--- src/rtl/bp_pkg.sv ---
// Shared branch-prediction types: kind encoding, pdch field offsets, and the
// per-prediction metadata bundle queued between fetch and EX.
package bp_pkg;

    localparam int unsigned BP_ADDR_WIDTH = 30;
    localparam int unsigned BP_H_WIDTH    = 14;

    typedef enum logic [2:0] {
        NOT_JUMP      = 3'd0,
        DIRECT_JUMP   = 3'd1,
        JUMP          = 3'd2,
        CALL          = 3'd3,
        RET           = 3'd4,
        INDIRECT_JUMP = 3'd5,
        OTHER_JUMP    = 3'd6
    } bp_kind_e;

    // pdch = {taken_g[1:0], taken_b[1:0], ch_btb_ras[1:0], ch_b_g[1:0]}
    localparam int unsigned PDCH_TAKEN_G_HI = 7;
    localparam int unsigned PDCH_TAKEN_B_HI = 5;
    localparam int unsigned PDCH_CH_BR_LO   = 2;
    localparam int unsigned PDCH_CH_BG_LO   = 0;

    localparam logic [2:0] STAT_UPDATES   = 3'd0;
    localparam logic [2:0] STAT_MIS_TAKEN = 3'd1;
    localparam logic [2:0] STAT_MIS_KIND  = 3'd2;
    localparam logic [2:0] STAT_MIS_NPC   = 3'd3;
    localparam logic [2:0] STAT_REDIRECTS = 3'd4;

    typedef struct packed {
        logic [BP_ADDR_WIDTH-1:0] pc;
        logic [BP_ADDR_WIDTH-1:0] npc;
        logic [2:0]               kind;
        logic                     taken;
        logic [BP_H_WIDTH-1:0]    bh;
        logic [1:0]               choice;
        logic [7:0]               pdch;
    } pred_meta_t;

    function automatic logic [31:0] sat_inc(input logic [31:0] cnt, input logic en);
        return (en && (cnt != '1)) ? cnt + 32'd1 : cnt;
    endfunction

endpackage

--- src/rtl/bp_meta_fifo.sv ---
// In-order prediction metadata FIFO; pointers carry one extra wrap bit.
// clear empties the queue and takes priority over a same-cycle push/pop.
module bp_meta_fifo #(
    parameter int unsigned DEPTH  = 8,
    parameter int unsigned DATA_W = 8
) (
    input  logic              clk,
    input  logic              rst,
    input  logic              clear,
    input  logic              push,
    input  logic [DATA_W-1:0] wdata,
    input  logic              pop,
    output logic [DATA_W-1:0] rdata,
    output logic              full,
    output logic              empty
);
    localparam int unsigned AW = $clog2(DEPTH);
    localparam logic [AW:0] PTR_ONE = 1;

    logic [AW:0]       wptr;
    logic [AW:0]       rptr;
    logic [DATA_W-1:0] mem [DEPTH];

    always_ff @(posedge clk) begin
        if (rst || clear) begin
            wptr <= '0;
            rptr <= '0;
        end else begin
            if (push) wptr <= wptr + PTR_ONE;
            if (pop)  rptr <= rptr + PTR_ONE;
        end
    end

    always_ff @(posedge clk) begin
        if (push && !clear) mem[wptr[AW-1:0]] <= wdata;
    end

    assign rdata = mem[rptr[AW-1:0]];
    assign empty = (wptr == rptr);
    assign full  = (wptr[AW] != rptr[AW]) && (wptr[AW-1:0] == rptr[AW-1:0]);

endmodule

--- src/rtl/branch_resolver.sv ---
// EX-side branch resolution: pops queued predictions, compares with the real
// outcome, registers the predictor update and front-end redirect.
// Optional BR_STAT_EN adds saturating event counters on stat_sel/stat_data.
// The queued bundle uses bp_pkg widths; ADDR_WIDTH/h_width must match them.
module branch_resolver
    import bp_pkg::*;
#(
    parameter int unsigned h_width    = BP_H_WIDTH,
    parameter int unsigned ADDR_WIDTH = BP_ADDR_WIDTH,
    parameter int unsigned META_DEPTH = 8
) (
    input  logic                  clk,
    input  logic                  rst,
    input  logic                  pdc_valid,
    output logic                  pdc_ready,
    input  logic [ADDR_WIDTH-1:0] pc_if,
    input  logic [ADDR_WIDTH-1:0] npc_pdc,
    input  logic [2:0]            kind_pdc,
    input  logic                  taken_pdc,
    input  logic [h_width-1:0]    bh_pdc,
    input  logic [1:0]            choice_pdc,
    input  logic [7:0]            pdch,
    input  logic                  ex_valid,
    input  logic [2:0]            kind_real,
    input  logic                  taken_real,
    input  logic [ADDR_WIDTH-1:0] npc_real,
    input  logic [ADDR_WIDTH-1:0] ret_pc_real,
    output logic                  update_en,
    output logic [ADDR_WIDTH-1:0] pc_ex,
    output logic [ADDR_WIDTH-1:0] npc_ex,
    output logic [ADDR_WIDTH-1:0] ret_pc_ex,
    output logic [2:0]            kind_ex,
    output logic                  taken_real_o,
    output logic [h_width-1:0]    bh_ex,
    output logic [2:0]            mis_pdc,
    output logic [1:0]            choice_real,
    output logic [1:0]            choice_pdc_ex,
    output logic [7:0]            out_pdch,
    output logic                  redirect,
    output logic [ADDR_WIDTH-1:0] redirect_pc
`ifdef BR_STAT_EN
    ,
    input  logic [2:0]            stat_sel,
    output logic [31:0]           stat_data
`endif
);
    localparam int unsigned META_W = $bits(pred_meta_t);

    pred_meta_t  push_meta;
    pred_meta_t  head;
    logic [META_W-1:0] head_raw;
    logic        fifo_full;
    logic        fifo_empty;
    logic        push;
    logic        pop;
    logic        mis_kind;
    logic        mis_taken;
    logic        mis_npc;
    logic [1:0]  choice_nxt;
    logic        tg_hi;
    logic        tb_hi;

    assign pdc_ready = !fifo_full || ex_valid;
    assign push      = pdc_valid && pdc_ready;
    // Entries still queued during the redirect cycle are wrong-path; never pop them.
    assign pop       = ex_valid && !fifo_empty && !redirect;

    always_comb begin
        push_meta        = '0;
        push_meta.pc     = pc_if;
        push_meta.npc    = npc_pdc;
        push_meta.kind   = kind_pdc;
        push_meta.taken  = taken_pdc;
        push_meta.bh     = bh_pdc;
        push_meta.choice = choice_pdc;
        push_meta.pdch   = pdch;
    end

    bp_meta_fifo #(
        .DEPTH  (META_DEPTH),
        .DATA_W (META_W)
    ) u_meta_fifo (
        .clk   (clk),
        .rst   (rst),
        .clear (redirect),
        .push  (push),
        .wdata (push_meta),
        .pop   (pop),
        .rdata (head_raw),
        .full  (fifo_full),
        .empty (fifo_empty)
    );

    assign head = pred_meta_t'(head_raw);

    always_comb begin
        mis_kind  = (kind_real != head.kind);
        mis_taken = (taken_real != head.taken);
        mis_npc   = taken_real && (npc_real != head.npc);
        tg_hi     = head.pdch[PDCH_TAKEN_G_HI];
        tb_hi     = head.pdch[PDCH_TAKEN_B_HI];
        choice_nxt = head.choice;
        if (tg_hi == taken_real && tb_hi != taken_real) begin
            choice_nxt[0] = 1'b1;
        end else if (tb_hi == taken_real && tg_hi != taken_real) begin
            choice_nxt[0] = 1'b0;
        end
        if (kind_real == RET) begin
            choice_nxt[1] = head.choice[1] ^ mis_npc;
        end
    end

    always_ff @(posedge clk) begin
        if (rst) begin
            update_en     <= 1'b0;
            redirect      <= 1'b0;
            pc_ex         <= '0;
            npc_ex        <= '0;
            ret_pc_ex     <= '0;
            kind_ex       <= '0;
            taken_real_o  <= 1'b0;
            bh_ex         <= '0;
            mis_pdc       <= '0;
            choice_real   <= '0;
            choice_pdc_ex <= '0;
            out_pdch      <= '0;
            redirect_pc   <= '0;
        end else begin
            update_en <= pop;
            redirect  <= pop && (mis_kind || mis_taken || mis_npc);
            if (pop) begin
                pc_ex         <= head.pc;
                npc_ex        <= npc_real;
                ret_pc_ex     <= ret_pc_real;
                kind_ex       <= kind_real;
                taken_real_o  <= taken_real;
                bh_ex         <= head.bh;
                mis_pdc       <= {mis_npc, mis_kind, mis_taken};
                choice_real   <= choice_nxt;
                choice_pdc_ex <= head.choice;
                out_pdch      <= head.pdch;
                redirect_pc   <= taken_real ? npc_real : head.pc + ADDR_WIDTH'(1);
            end
        end
    end

`ifdef BR_STAT_EN
    logic [31:0] stat_cnt [5];

    always_ff @(posedge clk) begin
        if (rst) begin
            for (int unsigned i = 0; i < 5; i++) stat_cnt[i] <= '0;
        end else begin
            stat_cnt[0] <= sat_inc(stat_cnt[0], pop);
            stat_cnt[1] <= sat_inc(stat_cnt[1], pop && mis_taken);
            stat_cnt[2] <= sat_inc(stat_cnt[2], pop && mis_kind);
            stat_cnt[3] <= sat_inc(stat_cnt[3], pop && mis_npc);
            stat_cnt[4] <= sat_inc(stat_cnt[4], pop && (mis_kind || mis_taken || mis_npc));
        end
    end

    always_comb begin
        stat_data = '0;
        case (stat_sel)
            STAT_UPDATES:   stat_data = stat_cnt[0];
            STAT_MIS_TAKEN: stat_data = stat_cnt[1];
            STAT_MIS_KIND:  stat_data = stat_cnt[2];
            STAT_MIS_NPC:   stat_data = stat_cnt[3];
            STAT_REDIRECTS: stat_data = stat_cnt[4];
            default:        stat_data = '0;
        endcase
    end
`endif

endmodule

--- config.mk ---
export PLATFORM = sky130hd
export DESIGN_NAME = branch_resolver
export DESIGN_NICKNAME = d
export VERILOG_FILES = /design/src/rtl/bp_pkg.sv /design/src/rtl/bp_meta_fifo.sv /design/src/rtl/branch_resolver.sv
export SDC_FILE = /design/constraint.sdc
export NUM_CORES = 1
export LEC_CHECK = 0
export ABC_AREA = 1
export CAP_MARGIN = 20
export CORE_MARGIN = 5
export CORE_UTILIZATION = 30
export DETAILED_ROUTE_END_ITERATION = 8
export PLACE_DENSITY = 0.54
export SLEW_MARGIN = 20
export SYNTH_ARGS = -nofsm -noshare
export SYNTH_HDL_FRONTEND = slang
export SYNTH_HIERARCHICAL = 1
export SYNTH_SLANG_ARGS = --single-unit
--- constraint.sdc ---
create_clock -name clk -period 13.55 [get_ports clk]
set_input_delay 4.065 -clock clk [delete_from_list [all_inputs] [get_ports clk]]
set_output_delay 4.065 -clock clk [all_outputs]
set_load 0.02 [all_outputs]
==> impl_metrics.toml, run 1 <==
[yosys]
ys_ff_latch = 870
yosysSeqAreaShare = 0.647
synth_edf_count = 704
syn_avg_cell_area_um2 = 9.30
synth_nets = 4225
synthCells = 4066
netlist-cell-type-count = 37
yosys_warnings = 6
syn_area_um2 = 37800
synth-async-reset-ratio = 0
ys.flop_type = "edfxtp_1"

[critical_path]
worstPathRequired_ns = 9.48
worst-setup-path-type = "input port to output port"
cp_slowest_cell = "clkdlybuf4s50_1"
crit_arrival_ns = 5.32
path_delay_family = "buffers and inverters"
path_max_fanout = 3
cp-end-kind = "output port"
crit_top_cell = "clkdlybuf4s50_1"
path_cells = "clkdlybuf4s50_1, inv_1, nand2_1, clkdlybuf4s50_1"
critical_path_buf_inv_count = 3
critPathLaunchType = "input port"
slowest_delay_ns = 0.60

[routing]
dr.pass1.iters = 5
drtIter0Drc = 1998
ant_nets = 0
vias = 26800
drc = 0
vias_per_cell = 4.42
drt_wl_total_um = 113000
wl_per_cell_um = 18.7

[final_layout]
fillCellCount = 12400
final_cells = 6065
final_cell_mix = "nand2_1, inv_1, edfxtp_1, nand3_1, clkdlybuf4s50_1"
final_util = 0.364
synthToLayoutAreaGrowth_pct = 20.8
nNetsFinal = 4482
drive_above_1_share = 0.0468
layout.cells.most_common = "nand2_1"

[cts]
ctsLongestPathBuffers = 3
post-cts-setup-buffer-count = 0
root_buffer = "clkbuf_16"
clk_pin_slew_ns = 0.05
ctsHoldBuffers = 0
numCtsBuffers = 95
cts.sinks = 870
cts-htree-levels = 3
clk_latency_ns = 0.66
cts_resized = 0
cts_tree = "yes"

[floorplan]
die_area_um2 = 133000
die_h_um = 365
initial_core_util = 0.301
die_w_um = 365
fp-row-count = 130
core_area_um2 = 125000
pin_count = 312

[sta]
setup_viol = 0
worst_slack_ns = 4.16
finalCritPeriodShare = 0.693
fin_hold_ws_ns = 0.458
clock.fmax_mhz = 107
worstMarginPinSlew_ns = 1.09
rsz0062_at_grt = "false"
finalHoldViolCount = 0
slew_headroom = 0.273
finalSetupTns_ns = 0
skew_ns = 0.0239
fin_crit_ns = 9.39
slew_viol_final = 0

[outcome]
outcome = "complete, no violations"

[global_route]
grt_pass1_wl_um = 165000
grt-ovfl-total = 0
antenna_found_initial = 30
grt_pass1_vias = 25100
grt_max_degree = 191
grt_util_all_layers = 0.167

[placed_design]
dp_cells = 5876
routabilityCongestion = 0.835
dp_hpwl_um = 68400
pre_cts_ws_ns = 4.15
portBuffers = 311

[worst_hold_path]
min_path_type = "register to register"

[pwr]
max-vdd-ir-drop_mv = 0.104
power_density_nw_per_um2 = 174
power.leakage_uw = 0.0198

[job]
drv_cap = 0
[sequential cells by signal, indices dropped and copies added (netlist names), named ones only]
name / flops
choice_pdc_ex: 2
pc_ex: 30
choice_real: 2
u_meta_fifo/rptr: 4
out_pdch: 8
u_meta_fifo/mem: 704
redirect: 1
npc_ex: 30
mis_pdc: 3
kind_ex: 3
taken_real_o: 1
redirect_pc: 30
ret_pc_ex: 30
u_meta_fifo/wptr: 4
update_en: 1
bh_ex: 14
[path summary, 6_finish.rpt]
| path | start | slack, ns | cells past startpoint | to |
|---|---|---|---|---|
| worst max-delay path | ex_valid | 4.16 | 4 | pdc_ready |
| worst min-delay path | npc_ex[12] | 0.46 | 2 | npc_ex[12] |
| worst max register to register | register | 8.77 | 16 | redirect_pc[14] |
| worst min register to register | npc_ex[12] | 0.46 | 2 | npc_ex[12] |
[area by class of cell]
class	count	area (µm²)	share of cell area
Tap cell	1650	2060	0.0452
Inverter	754	2850	0.0624
Sequential cell	870	24500	0.536
Multi-Input combinational cell	2253	9670	0.212
Timing Repair Buffer	349	3420	0.0749
Clock buffer	126	2620	0.0573
Antenna cell	11	27.5	0.000603
Clock inverter	52	536	0.0117
[logic make-up after synthesis]
logic type | count (synthesis) | share of synthesized area
compound gates | 209 | 0.0282
xor+xnor | 50 | 0.0116
fa+ha+maj | 3 | 0.000993
buf+inv | 943 | 0.0987
flops | 870 | 0.647
simple gates | 1991 | 0.213
[per-layer routing]
| layer | global-route usage | vias up | wire (µm) |
|---|---|---|---|
| li1 | - | 13300 | - |
| met3 | 0.0415 | 159 | 9530 |
| met5 | 0 | - | 125 |
| met2 | 0.261 | 738 | 50300 |
| met1 | 0.229 | 12600 | 50900 |
| met4 | 0.0506 | 20 | 2540 |
[cell usage after synthesis (all sizes together), types with 5 or more instances]
master / instances / share of area
a21oi: 84 / 0.011
buf: 123 / 0.017
clkbuf: 66 / 0.0066
dfxtp: 166 / 0.088
edfxtp: 704 / 0.56
inv: 754 / 0.075
nand2: 1369 / 0.14
nand3: 376 / 0.050
nand4: 8 / 0.0013
nor2: 216 / 0.022
nor3: 12 / 0.0023
o21ai: 120 / 0.016
or2: 5 / 0.00083
xnor2: 32 / 0.0074
xor2: 18 / 0.0042
[power by group]
part	internal, µW	total [µW]	switching, µW
registers	3100	3230	126
clock network	1530	2600	1070
logic	668	2120	1450
total	5300	7940	2640
[stage by stage]
step / instance area (µm²) / power [µW]
2_1_floorplan: 37800 / 4550
3_3_place_gp: 42500 / 5400
3_5_place_dp: 42500 / 5410
4_1_cts: 45600 / 8040
5_1_grt: 45600 / 8380
6_report: 45700 / 7940
[worst min-delay path, cell delays in order (launching register included)]
cell     delay (ns)
dfxtp_1        0.30
nand2_1        0.06
a21oi_1        0.05
No activity file was read; power rests on OpenSTA's default activity.
==> inputs of run 2 (changes only) <==
- PLACE_DENSITY: 0.54 -> 0.55
- clock period: 13.55 -> 8.55 ns (I/O delays scaled with it)
==> run 2 against run 1 <==
Via count increased by 0.30%. Clock power up 55%. Die area stayed put. First-iteration DRC count is 3.8% higher. Final cell count is essentially flat. Sequential share of layout area hardly changed. Utilization barely moved. Global-route usage about the same. Critical path depth is the same. Largest cell class unchanged.
==> impl_metrics.toml, run 2 (same netlist as run 1, synthesis figures left out) <==
[outcome]
outcome = "complete, no violations"

[final_layout]
multiInputGateArea_um2 = 9680
largest_reg_flops = 704
final_cell_mix = "nand2_1, inv_1, edfxtp_1, nand3_1, clkdlybuf4s50_1"
nNetsFinal = 4474
drive_above_1_share = 0.0473
final_util = 0.364
layout.cells.most_common = "nand2_1"
stdcell_area_um2 = 45600
synthToLayoutAreaGrowth_pct = 20.7
fillCellCount = 12400
seqCellArea_um2 = 24500

[cts]
cts-htree-levels = 3
root_buffer = "clkbuf_16"
numCtsBuffers = 93
cts_resized = 0
cts.sinks = 870
clk_pin_slew_ns = 0.06
ctsLongestPathBuffers = 3
cts_tree = "yes"
ctsHoldBuffers = 0
clk_latency_ns = 0.66
post-cts-setup-buffer-count = 0

[sta]
slew_headroom = 0.257
fin_crit_ns = 6.42
finalCritPeriodShare = 0.751
slew_viol_final = 0
rsz0062_at_grt = "false"
setup_viol = 0
clock.fmax_mhz = 156
skew_ns = 0.0250
finalSetupTns_ns = 0
worstMarginPinSlew_ns = 1.11
finalHoldViolCount = 0

[routing]
dr.pass1.iters = 5
vias = 26900
drtIter0Drc = 2074
drc = 0
wl_per_cell_um = 18.7
ant_nets = 0
vias_per_cell = 4.43
drt_wl_total_um = 113000

[placed_design]
routabilityCongestion = 0.851
dp_hpwl_um = 68300
placed_area_um2 = 42500
portBuffers = 311

[floorplan]
core_area_um2 = 125000
pin_count = 312
initial_core_util = 0.301
die_w_um = 365
die_area_um2 = 133000
fp-row-count = 130
die_h_um = 365

[global_route]
grt_util_all_layers = 0.166
grt_pass1_wl_um = 166000
grt-ovfl-total = 0
antenna_found_initial = 30
grt_max_degree = 159
grt_pass1_vias = 25100

[worst_hold_path]
worst_hold_path.endpoint = "npc_ex[10]"
holdPathStages = 2
min_path_type = "register to register"
hold_start = "npc_ex[10]"

[critical_path]
reg2reg_depth = 16
r2r_end = "redirect_pc[22]"
path_max_fanout = 3
path_cells = "clkdlybuf4s50_1, inv_1, nand2_1, clkdlybuf4s50_1"
path_delay_family = "buffers and inverters"
worst-setup-path-type = "input port to output port"
crit_top_cell = "clkdlybuf4s50_1"
cp.depth = 4
critical_path_buf_inv_count = 3
r2r_slack_ns = 4.12
cp-end-kind = "output port"
critPathLaunchType = "input port"
worstPathRequired_ns = 5.99
cp_slowest_cell = "clkdlybuf4s50_1"
slowest_delay_ns = 0.61
crit_arrival_ns = 3.86

[pwr]
power_density_nw_per_um2 = 274
power_uw = 12500
power.leakage_uw = 0.0197
max-vdd-ir-drop_mv = 0.181

[job]
drv_cap = 0
==> run 2: cell count changes in the layout (fill, tap and decap cells not counted), moves of 2 or more <==
cell	delta
clkinv_1	-9
diode_2	+3
clkbuf_8	+7
clkbuf_16	-2
buf_12	+6
clkbuf_4	+2
buf_4	-11
inv_6	-2
clkinv_2	+3
clkinv_8	-2
bufinv_16	-4
==> run 2: metal layers <==
| layer | GRT usage | vias up | wire, µm |
|---|---|---|---|
| li1 | - | 13300 | - |
| met4 | 0.0434 | 16 | 2420 |
| met1 | 0.228 | 12700 | 51100 |
| met2 | 0.263 | 767 | 50300 |
| met5 | 0 | - | 99 |
| met3 | 0.0437 | 163 | 9330 |
==> run 2: cell type report <==
class                           instances  share of cell area
Antenna cell                           14            0.000768
Multi-Input combinational cell       2253               0.212
Clock inverter                         42             0.00896
Tap cell                             1650              0.0452
Clock buffer                          133              0.0587
Inverter                              754              0.0625
Sequential cell                       870               0.536
Timing Repair Buffer                  343              0.0756
==> run 2: stage by stage <==
step                      setup slack [ns]  instances  hold WS, ns
after global placement                2.07       5870        0.450
after floorplan                       1.14       4066        0.482
after CTS                             2.07       6045        0.463
final                                 2.13       6059        0.462
after detailed placement              2.08       5870        0.455
after global routing                  2.07       6046        0.486
==> run 2: how the worst max path moves through the flow <==
stage	startpoint	endpoint	slack [ns]
global placement	ex_valid	pdc_ready	2.07
finish	ex_valid	pdc_ready	2.13
CTS	ex_valid	pdc_ready	2.07
global route	ex_valid	pdc_ready	2.07
detailed placement	ex_valid	pdc_ready	2.08
floorplan	ex_valid	u_meta_fifo/mem[1][0]	1.14
==> run 2: power breakdown <==
part / internal [µW] / leakage [µW] / switching [µW]
sequential: 4910 / 0.00775 / 218
clock: 2340 / 0.00152 / 1690
combinational: 1060 / 0.0105 / 2270
total: 8310 / 0.0197 / 4180
==> run 2: worst register-to-register path: stages, from the launching register on <==
cell and delay (ns):
dfxtp_4 0.85, buf_12 0.58, buf_4 1.00, nand2_1 0.16, nand3_1 0.12, nand2_1 0.07
nand2_1 0.06, nand2_1 0.26, ha_1 0.38, nand3_4 0.15, nor3_4 0.08, nand3_2 0.10
nor2_2 0.05, nand3_1 0.07, nand2_1 0.10, o21ai_0 0.17, a21oi_1 0.08
==> inputs of run 3 (changes only) <==
- PLACE_DENSITY: 0.55 -> 0.54
- clock period: 8.55 -> 6 ns (I/O delays scaled with it)
==> run 3 against run 2 <==
Clock skew grew 0.011 ns. Combinational power grew 45%. Clock power grew 50%. Clock-buffer cell count grew 5. Highest routed layer unchanged. Power grew 46%. Worst setup slack lost 0.94 ns. Routed wire length grew 1.7%.
==> impl_metrics.toml, run 3 (same netlist as run 1, synthesis figures left out) <==
[critical_path]
path_max_fanout = 3
critical_path_buf_inv_count = 3
path_delay_family = "buffers and inverters"
worstPathRequired_ns = 4.20
cp_slowest_cell = "clkdlybuf4s50_1"
slowest_delay_ns = 0.60
crit_arrival_ns = 3.01
crit_top_cell = "clkdlybuf4s50_1"
cp-end-kind = "output port"
critPathLaunchType = "input port"
r2r_slack_ns = 1.88
worst-setup-path-type = "input port to output port"
path_cells = "clkdlybuf4s50_1, inv_1, nand2_1, clkdlybuf4s50_1"

[routing]
drtIter0Drc = 2064
vias = 27100
wl_per_cell_um = 18.9
dr.pass1.iters = 5
vias_per_cell = 4.45
ant_nets = 0
drc = 0
drt_wl_total_um = 115000

[floorplan]
core_area_um2 = 125000
die_w_um = 365
initial_core_util = 0.301
pin_count = 312
fp-row-count = 130
die_h_um = 365
die_area_um2 = 133000

[sta]
rsz0062_at_grt = "false"
setup_viol = 0
slew_headroom = 0.277
finalHoldViolCount = 0
fin_hold_ws_ns = 0.459
worstMarginPinSlew_ns = 1.08
finalCritPeriodShare = 0.801
clock.fmax_mhz = 208
skew_ns = 0.0365
fin_crit_ns = 4.81
worst_slack_ns = 1.19
finalSetupTns_ns = 0
slew_viol_final = 0

[cts]
post-cts-setup-buffer-count = 0
clk_pin_slew_ns = 0.05
root_buffer = "clkbuf_16"
cts.sinks = 870
cts_resized = 0
ctsLongestPathBuffers = 3
ctsHoldBuffers = 0
clk_latency_ns = 0.68
cts-htree-levels = 3
numCtsBuffers = 98
cts_tree = "yes"

[global_route]
grt_max_degree = 180
grt-ovfl-total = 0
antenna_found_initial = 29
grt_util_all_layers = 0.169
grt_pass1_wl_um = 168000
grt_pass1_vias = 25400

[placed_design]
pre_cts_ws_ns = 1.07
dp_hpwl_um = 71400
portBuffers = 311
dp_cells = 5885
routabilityCongestion = 0.872

[final_layout]
nNetsFinal = 4495
drive_above_1_share = 0.0502
fillCellCount = 12500
layout.cells.most_common = "nand2_1"
final_cells = 6078
final_cell_mix = "nand2_1, inv_1, edfxtp_1, nand3_1, clkdlybuf4s50_1"
seqCellArea_um2 = 24500
synthToLayoutAreaGrowth_pct = 22.1
largest_reg_flops = 704
final_util = 0.368
multiInputGateArea_um2 = 9680

[job]
drv_cap = 0

[outcome]
outcome = "complete, no violations"

[pwr]
power_density_nw_per_um2 = 395
power.leakage_uw = 0.0200
max-vdd-ir-drop_mv = 0.208

[worst_hold_path]
min_path_type = "register to register"
-- run 3: cell type report --
| cell class | count | share of cell area |
|---|---|---|
| antenna | 10 | 0.000542 |
| clock buffer | 138 | 0.0605 |
| clock inverter | 44 | 0.0103 |
| inverter | 754 | 0.0618 |
| multi-input combinational | 2253 | 0.210 |
| sequential | 870 | 0.530 |
| tap | 1650 | 0.0447 |
| timing repair buffer | 359 | 0.0823 |
-- run 3: worst paths after layout --
kind                  start  depth (start not counted)   endpoint
setup / recovery   ex_valid                          4  pdc_ready
hold / removal    npc_ex[6]                          2  npc_ex[6]
setup reg to reg   register                         10   redirect
hold reg to reg   npc_ex[6]                          2  npc_ex[6]
-- run 3: power by group --
part	total [µW]	internal (µW)	switching, µW
sequential	7330	7000	333
combinational	4840	1530	3310
clock	6060	3590	2470
-- run 3: routing by layer --
| metal | wire, µm | share of wire | track usage |
|---|---|---|---|
| met5 | 149 | 0.0013 | 0 |
| met4 | 2350 | 0.020 | 0.0435 |
| met3 | 9440 | 0.082 | 0.0433 |
| met2 | 50400 | 0.44 | 0.262 |
| met1 | 52800 | 0.46 | 0.237 |
-- run 3: tightest hold or removal path, cell delays in order, from the launching register on --
cell and delay [ns]:
dfxtp_1 0.30, nand2_1 0.06, a21oi_1 0.05
-- run 3: stage by stage --
stage	cell area [µm²]	total power [µW]
floorplan	37800	10300
global placement	42900	12300
detailed placement	42900	12300
CTS	46100	18400
global route	46100	19200
finish	46200	18200
